File: src/rtl/sht40_i2c_target.sv
// I2C target emulating an SHT40: ACKs command writes and serves the 6-byte T/RH frame with CRC-8 on reads.
// SDA is open-drain: the block only ever pulls low or releases.
module sht40_i2c_target #(
    parameter logic [6:0]  DEVICE_ADDR = 7'h44,
    parameter logic [7:0]  CRC_INIT    = 8'hFF,
    parameter int unsigned READ_BYTES  = 6
) (
    input  logic        clk,
    input  logic        rst_n,
    input  logic        Scl_In,
    input  logic        Sda_In,
    output logic        Sda_Pull_Low,
    input  logic [15:0] Temp_Word,
    input  logic [15:0] Rh_Word,
    output logic [7:0]  Cmd_Byte,
    output logic        Cmd_Valid,
    output logic        Busy,
    output logic [3:0]  Bytes_Sent
);

    localparam int unsigned CNT_W  = 4;
    localparam int unsigned BYTE_W = 8;
    localparam int unsigned WORD_W = 16;
    localparam logic [CNT_W-1:0] BITS_PER_BYTE = CNT_W'(8);
    localparam logic [CNT_W-1:0] CNT_MAX       = '1;
    localparam logic [CNT_W-1:0] FRAME_LEN     = CNT_W'(READ_BYTES);

    typedef enum logic [2:0] {
        S_IDLE, S_ADDR, S_IGNORE, S_ADDR_ACK, S_WR_RX, S_WR_ACK, S_TX, S_TX_ACK
    } state_t;

    // CRC-8, poly 0x31, MSB first over both bytes of the word, no reflection or final XOR
    function automatic logic [BYTE_W-1:0] crc8(input logic [WORD_W-1:0] data);
        logic [BYTE_W-1:0] c;
        c = CRC_INIT;
        for (int i = WORD_W - 1; i >= 0; i--) begin
            if (c[BYTE_W-1] ^ data[i]) c = {c[BYTE_W-2:0], 1'b0} ^ 8'h31;
            else                       c = {c[BYTE_W-2:0], 1'b0};
        end
        return c;
    endfunction

    logic [1:0] scl_sync_q, sda_sync_q;
    logic       scl_hist_q, sda_hist_q;
    logic       scl_s, sda_s, scl_rise, scl_fall, start_det, stop_det;

    state_t              state_q, state_d;
    logic [CNT_W-1:0]    bit_cnt_q, bit_cnt_d;
    logic [BYTE_W-1:0]   shift_q, shift_d;
    logic                rw_q, rw_d;
    logic [BYTE_W-1:0]   tx_shift_q, tx_shift_d;
    logic [CNT_W-1:0]    byte_idx_q, byte_idx_d;
    logic [CNT_W-1:0]    bytes_sent_q, bytes_sent_d;
    logic [WORD_W-1:0]   temp_q, temp_d, rh_q, rh_d;
    logic [BYTE_W-1:0]   crc_t_q, crc_t_d, crc_rh_q, crc_rh_d;
    logic                pull_q, pull_d;
    logic [BYTE_W-1:0]   cmd_byte_q, cmd_byte_d;
    logic                cmd_valid_q, cmd_valid_d;
    logic                busy_q, busy_d;
    logic [BYTE_W-1:0]   rx_shift_c, next_byte_c;

    // Two-flop synchronisers plus one history flop for edge detection
    always_ff @(posedge clk) begin
        if (!rst_n) begin
            scl_sync_q <= '1;
            sda_sync_q <= '1;
            scl_hist_q <= 1'b1;
            sda_hist_q <= 1'b1;
        end else begin
            scl_sync_q <= {scl_sync_q[0], Scl_In};
            sda_sync_q <= {sda_sync_q[0], Sda_In};
            scl_hist_q <= scl_sync_q[1];
            sda_hist_q <= sda_sync_q[1];
        end
    end

    assign scl_s     = scl_sync_q[1];
    assign sda_s     = sda_sync_q[1];
    assign scl_rise  = scl_s & ~scl_hist_q;
    assign scl_fall  = ~scl_s & scl_hist_q;
    assign start_det = scl_s & sda_hist_q & ~sda_s;
    assign stop_det  = scl_s & ~sda_hist_q & sda_s;

    // Frame byte selected by the index of the next byte to transmit
    always_comb begin
        next_byte_c = 8'hFF;
        if (byte_idx_q < FRAME_LEN) begin
            unique case (byte_idx_q)
                CNT_W'(0): next_byte_c = temp_q[15:8];
                CNT_W'(1): next_byte_c = temp_q[7:0];
                CNT_W'(2): next_byte_c = crc_t_q;
                CNT_W'(3): next_byte_c = rh_q[15:8];
                CNT_W'(4): next_byte_c = rh_q[7:0];
                CNT_W'(5): next_byte_c = crc_rh_q;
                default:   next_byte_c = 8'hFF;
            endcase
        end
    end

    always_comb begin
        state_d      = state_q;
        bit_cnt_d    = bit_cnt_q;
        shift_d      = shift_q;
        rw_d         = rw_q;
        tx_shift_d   = tx_shift_q;
        byte_idx_d   = byte_idx_q;
        bytes_sent_d = bytes_sent_q;
        temp_d       = temp_q;
        rh_d         = rh_q;
        crc_t_d      = crc_t_q;
        crc_rh_d     = crc_rh_q;
        pull_d       = pull_q;
        cmd_byte_d   = cmd_byte_q;
        cmd_valid_d  = 1'b0;
        busy_d       = busy_q;
        rx_shift_c   = {shift_q[BYTE_W-2:0], sda_s};

        if (start_det) begin
            state_d   = S_ADDR;
            bit_cnt_d = '0;
            pull_d    = 1'b0;
        end else if (stop_det) begin
            state_d = S_IDLE;
            busy_d  = 1'b0;
            pull_d  = 1'b0;
        end else begin
            unique case (state_q)
                S_IDLE, S_IGNORE: pull_d = 1'b0;
                S_ADDR: begin
                    if (scl_rise && bit_cnt_q != BITS_PER_BYTE) begin
                        shift_d   = rx_shift_c;
                        bit_cnt_d = bit_cnt_q + CNT_W'(1);
                    end else if (scl_fall && bit_cnt_q == BITS_PER_BYTE) begin
                        if (shift_q[BYTE_W-1:1] == DEVICE_ADDR) begin
                            pull_d  = 1'b1;
                            busy_d  = 1'b1;
                            rw_d    = shift_q[0];
                            state_d = S_ADDR_ACK;
                        end else begin
                            pull_d  = 1'b0;
                            busy_d  = 1'b0;
                            state_d = S_IGNORE;
                        end
                    end
                end
                S_ADDR_ACK: begin
                    if (scl_fall) begin
                        bit_cnt_d = '0;
                        if (!rw_q) begin
                            pull_d  = 1'b0;
                            state_d = S_WR_RX;
                        end else begin
                            // Snapshot both words so the frame stays coherent for the whole read
                            temp_d       = Temp_Word;
                            rh_d         = Rh_Word;
                            crc_t_d      = crc8(Temp_Word);
                            crc_rh_d     = crc8(Rh_Word);
                            pull_d       = ~Temp_Word[15];
                            tx_shift_d   = {Temp_Word[14:8], 1'b1};
                            bit_cnt_d    = CNT_W'(1);
                            byte_idx_d   = CNT_W'(1);
                            bytes_sent_d = '0;
                            state_d      = S_TX;
                        end
                    end
                end
                S_WR_RX: begin
                    if (scl_rise && bit_cnt_q != BITS_PER_BYTE) begin
                        shift_d   = rx_shift_c;
                        bit_cnt_d = bit_cnt_q + CNT_W'(1);
                        if (bit_cnt_q == BITS_PER_BYTE - CNT_W'(1)) begin
                            cmd_byte_d  = rx_shift_c;
                            cmd_valid_d = 1'b1;
                        end
                    end else if (scl_fall && bit_cnt_q == BITS_PER_BYTE) begin
                        pull_d  = 1'b1;
                        state_d = S_WR_ACK;
                    end
                end
                S_WR_ACK: begin
                    if (scl_fall) begin
                        pull_d    = 1'b0;
                        bit_cnt_d = '0;
                        state_d   = S_WR_RX;
                    end
                end
                S_TX: begin
                    if (scl_fall) begin
                        if (bit_cnt_q == BITS_PER_BYTE) begin
                            pull_d  = 1'b0;
                            state_d = S_TX_ACK;
                            if (bytes_sent_q != CNT_MAX) bytes_sent_d = bytes_sent_q + CNT_W'(1);
                        end else begin
                            pull_d     = ~tx_shift_q[BYTE_W-1];
                            tx_shift_d = {tx_shift_q[BYTE_W-2:0], 1'b1};
                            bit_cnt_d  = bit_cnt_q + CNT_W'(1);
                        end
                    end
                end
                S_TX_ACK: begin
                    if (scl_rise && sda_s) begin
                        busy_d  = 1'b0;
                        state_d = S_IGNORE;
                    end else if (scl_fall) begin
                        pull_d     = ~next_byte_c[BYTE_W-1];
                        tx_shift_d = {next_byte_c[BYTE_W-2:0], 1'b1};
                        bit_cnt_d  = CNT_W'(1);
                        if (byte_idx_q != CNT_MAX) byte_idx_d = byte_idx_q + CNT_W'(1);
                        state_d    = S_TX;
                    end
                end
            endcase
        end
    end

    always_ff @(posedge clk) begin
        if (!rst_n) begin
            state_q      <= S_IDLE;
            bit_cnt_q    <= '0;
            shift_q      <= '0;
            rw_q         <= 1'b0;
            tx_shift_q   <= '1;
            byte_idx_q   <= '0;
            bytes_sent_q <= '0;
            temp_q       <= '0;
            rh_q         <= '0;
            crc_t_q      <= '0;
            crc_rh_q     <= '0;
            pull_q       <= 1'b0;
            cmd_byte_q   <= '0;
            cmd_valid_q  <= 1'b0;
            busy_q       <= 1'b0;
        end else begin
            state_q      <= state_d;
            bit_cnt_q    <= bit_cnt_d;
            shift_q      <= shift_d;
            rw_q         <= rw_d;
            tx_shift_q   <= tx_shift_d;
            byte_idx_q   <= byte_idx_d;
            bytes_sent_q <= bytes_sent_d;
            temp_q       <= temp_d;
            rh_q         <= rh_d;
            crc_t_q      <= crc_t_d;
            crc_rh_q     <= crc_rh_d;
            pull_q       <= pull_d;
            cmd_byte_q   <= cmd_byte_d;
            cmd_valid_q  <= cmd_valid_d;
            busy_q       <= busy_d;
        end
    end

    assign Sda_Pull_Low = pull_q;
    assign Cmd_Byte     = cmd_byte_q;
    assign Cmd_Valid    = cmd_valid_q;
    assign Busy         = busy_q;
    assign Bytes_Sent   = bytes_sent_q;

endmodule

File: config.mk
export PLATFORM = sky130hd
export DESIGN_NAME = sht40_i2c_target
export DESIGN_NICKNAME = d
export VERILOG_FILES = /design/src/rtl/sht40_i2c_target.sv
export SDC_FILE = /design/constraint.sdc
export NUM_CORES = 1
export LEC_CHECK = 0
export BUFFER_PORTS_ARGS = -buffer_cell sky130_fd_sc_hd__buf_4
export CAP_MARGIN = 5
export CELL_PAD_IN_SITES_DETAIL_PLACEMENT = 1
export CELL_PAD_IN_SITES_GLOBAL_PLACEMENT = 1
export CORE_ASPECT_RATIO = 1.75
export CORE_MARGIN = 10
export CORE_UTILIZATION = 49
export DETAILED_ROUTE_END_ITERATION = 10
export PLACE_DENSITY_LB_ADDON = 0.1
export SETUP_SLACK_MARGIN = 0.1
export SLEW_MARGIN = 20
export SYNTH_ARGS = -nofsm -noshare
export SYNTH_HDL_FRONTEND = slang
export SYNTH_SLANG_ARGS = --single-unit
File: constraint.sdc
create_clock -name clk -period 5.7 [get_ports clk]
set_input_delay 1.14 -clock clk [delete_from_list [all_inputs] [get_ports clk]]
set_output_delay 1.14 -clock clk [all_outputs]
set_load 0.03 [all_outputs]
==> impl_metrics.env <==
export IMPL_synth_top_area_share_pct=36.9
export IMPL_finalSetupViolations=0
export IMPL_synth_nets=634
export IMPL_antenna_found_initial=0
export IMPL_final_nets=660
export IMPL_cpMaxStageDelayCell="ha_1"
export IMPL_clk_pin_slew_ns=0.07
export IMPL_synth_cell_area_um2=5210
export IMPL_crit_chain="inv_1 > ha_1 > o21bai_1 > a2111o_1 > a21oi_1 > o311a_1 > o21ai_0"
export IMPL_fin_crit_sh_pct=45.5
export IMPL_start_util_pct=50.3
export IMPL_grt_max_degree=63
export IMPL_dpl_hpwl_mm=11.1
export IMPL_grt_pass1_vias=4695
export IMPL_die_x_um=97.9
export IMPL_stdcell_area_um2=5900
export IMPL_ys_seq_area_share_pct=36.9
export IMPL_rsz0062_at_grt="false"
export IMPL_yosysWarnings=0
export IMPL_vias_per_cell=5.79
export IMPL_ff2ff_setup_slack_ns=3.11
export IMPL_hold_class="reg -> reg"
export IMPL_synth_cells=591
export IMPL_drt_pass1_iterations=4
export IMPL_clk_path_buf_depth=2
export IMPL_relSlewSlack_pct=39.0
export IMPL_drt_iter0_drc=200
export IMPL_synth_cell_types=62
export IMPL_die_height_um=156
export IMPL_crit_type="reg -> reg"
export IMPL_cts_sinks=96
export IMPL_cts_hold_buf=0
export IMPL_cp_arrival_ns=2.80
export IMPL_cts_resized=0
export IMPL_vias=4337
export IMPL_core_area_um2=10400
export IMPL_yosysTopAreaCell="dfxtp_1"
export IMPL_nFillCells=1226
export IMPL_grtUsageTotal_pct=19.5
export IMPL_diodes=0
export IMPL_clock_latency_ns=0.34
export IMPL_crit_family="compound AO/OA/AOI/OAI gates"
export IMPL_cts_buffers=9
export IMPL_numPortBuffers=50
export IMPL_fin_worst_skew_ns=0.00850
export IMPL_dpl_cell_area_um2=5600
export IMPL_placement_rows=49
export IMPL_synth_area_leaders="dfxtp_1 37%, nand2_1 6.3%, xnor2_1 5.4%"
export IMPL_p_per_area_nw_per_um2=266
export IMPL_critPathCaptureType="register"
export IMPL_crit_path_start_kind="register"
export IMPL_synth_edf_count=0
export IMPL_yosysMostFrequentCell="dfxtp_1"
export IMPL_finalSetupTns_ns=0
export IMPL_synthFlopType="dfxtp_1"
export IMPL_top_level_ports=51
export IMPL_whs_path_depth=1
export IMPL_fmax_mhz=386
export IMPL_wirelength_mm=15.1
export IMPL_p_leak_nw=2.33
export IMPL_finalCriticalPeriod_ns=2.59
export IMPL_slew_violations=0
export IMPL_drc=0
export IMPL_tightest_slew_ns=0.914
export IMPL_reg2reg_from="byte_idx_q[0]$_SDFFE_PN0P_"
export IMPL_cap_violations=0
export IMPL_min_delay_worst_endpoint="sda_sync_q[1]$_SDFF_PN1_"
export IMPL_r2r_cells=7
export IMPL_max_stage_delay_ns=0.66
export IMPL_ir_drop_uv=175
export IMPL_cp_max_fo=18
export IMPL_hold_viol_final=0
export IMPL_hp_start="sda_sync_q[0]$_SDFF_PN1_"
export IMPL_cts_setup_buffers=0
export IMPL_path_buf_inv=1
export IMPL_synthTopCellsByCount="96 x dfxtp_1, 88 x nand2_1, 55 x a21oi_1"
export IMPL_cts_root_buffer="clkbuf_16"
export IMPL_ys_seq_elements=96
export IMPL_floorplan_die_area_um2=15300
export IMPL_wl_per_cell_um=20.1
export IMPL_async_reset_ff_share_pct=0
export IMPL_place_congestion=0.848
export IMPL_areaGrowthSynthToFinish_pct=13.3
export IMPL_crit_required_ns=5.91
export IMPL_grt_first_pass_wirelength_mm=24.2
export IMPL_status="finished clean"
export IMPL_antenna_left=0
export IMPL_grt_overflow=0
export IMPL_drive_gt1_share_pct=14.3
export IMPL_crit_start="byte_idx_q[0]$_SDFFE_PN0P_"
export IMPL_cts_tree="yes"
export IMPL_syn_mean_instance_area_um2=8.81
export IMPL_r2r_end="tx_shift_q[2]$_SDFFE_PN1P_"
export IMPL_h_tree_depth=3
[per-stage QoR]
step	setup slack [ns]	instances	power, mW	util [%]	hold WS, ns
floorplan	3.02	591	0.917	-	0.386
global route	2.89	749	1.64	57.0	0.464
CTS	3.10	749	1.59	57.0	0.428
detailed placement	2.87	733	0.985	54.0	0.413
finish	3.11	749	1.57	57.0	0.420
global placement	2.88	733	0.977	54.0	0.389
[worst register-to-register path: cells and delay by family (launching register included)]
family | cells | cell delay [ns]
fa+ha+maj | 1 | 0.66
buf+inv | 1 | 0.10
flops | 1 | 0.35
compound gates | 5 | 1.35
[layout by cell type, fill, tap and decap left out, types with 6 or more instances in the layout]
cell	Yosys	layout
a21oi_1	55	55
nand2_1	88	88
xnor2_1	32	32
nand3_1	16	16
nor2b_1	7	7
xor2_1	11	11
buf_4	0	54
nand2b_1	17	17
a22oi_1	16	16
clkbuf_16	0	9
nand3b_1	6	6
ha_1	7	7
mux2i_1	20	20
dfxtp_1	96	96
a221o_1	8	8
o21ai_0	19	19
o311a_1	6	6
xnor3_1	11	11
nor2_1	53	53
inv_1	8	8
[sequential cells by signal, summed over array words and instances (netlist names), 3 cells and up]
signal	flops
Bytes_Sent	4
Cmd_Byte	8
bit_cnt_q	4
byte_idx_q	4
crc_rh_q	8
crc_t_q	8
rh_q	16
shift_q	8
state_q	3
temp_q	16
tx_shift_q	7
[area by class of cell]
class	instances	area (um2)	area share, %
multi-input combinational	447	3080	52.2
sequential	96	1920	32.6
timing repair buffer	54	405	6.87
clock buffer	13	280	4.75
tap	127	159	2.69
inverter	9	33.8	0.572
clock inverter	3	22.5	0.382
[worst max path at each step]
stage	cells after the start	slack [ns]	end
final	7	3.11	tx_shift_q[2]$_SDFFE_PN1P_
after global routing	6	2.89	Bytes_Sent[1]$_SDFFE_PN0P_
after CTS	6	3.10	Bytes_Sent[1]$_SDFFE_PN0P_
after detailed placement	6	2.87	crc_rh_q[6]$_SDFFE_PN0P_
after global placement	6	2.88	crc_rh_q[6]$_SDFFE_PN0P_
after floorplan	6	3.02	crc_rh_q[4]$_SDFFE_PN0P_
[layer usage]
layer | share of wire [%] | vias to the layer above | GRT usage [%]
li1 | - | 2100 | -
met2 | 57 | 81 | 37.7
met5 | 0 | - | 0
met3 | 3.1 | 41 | 3.17
met4 | 4.1 | 0 | 9.74
met1 | 36 | 2115 | 19.2
[logic make-up (layout without fill, tap and decap cells)]
group,Yosys count,in the layout,synth area share [%]
buffers and inverters,48,79,3.99
AOI/OAI and AO/OA,137,137,17.2
muxes,22,22,4.28
and+or+nand+nor,216,216,19.3
adders and majority gates,7,7,1.68
xor gates and xnor gates,65,65,16.6
DFF,96,96,36.9
[power by group]
part	switching, mW	internal (mW)
registers	0.00497	0.673
clock network	0.258	0.345
logic	0.133	0.159
total	0.396	1.18
No activity file was read; power rests on OpenSTA's default activity.
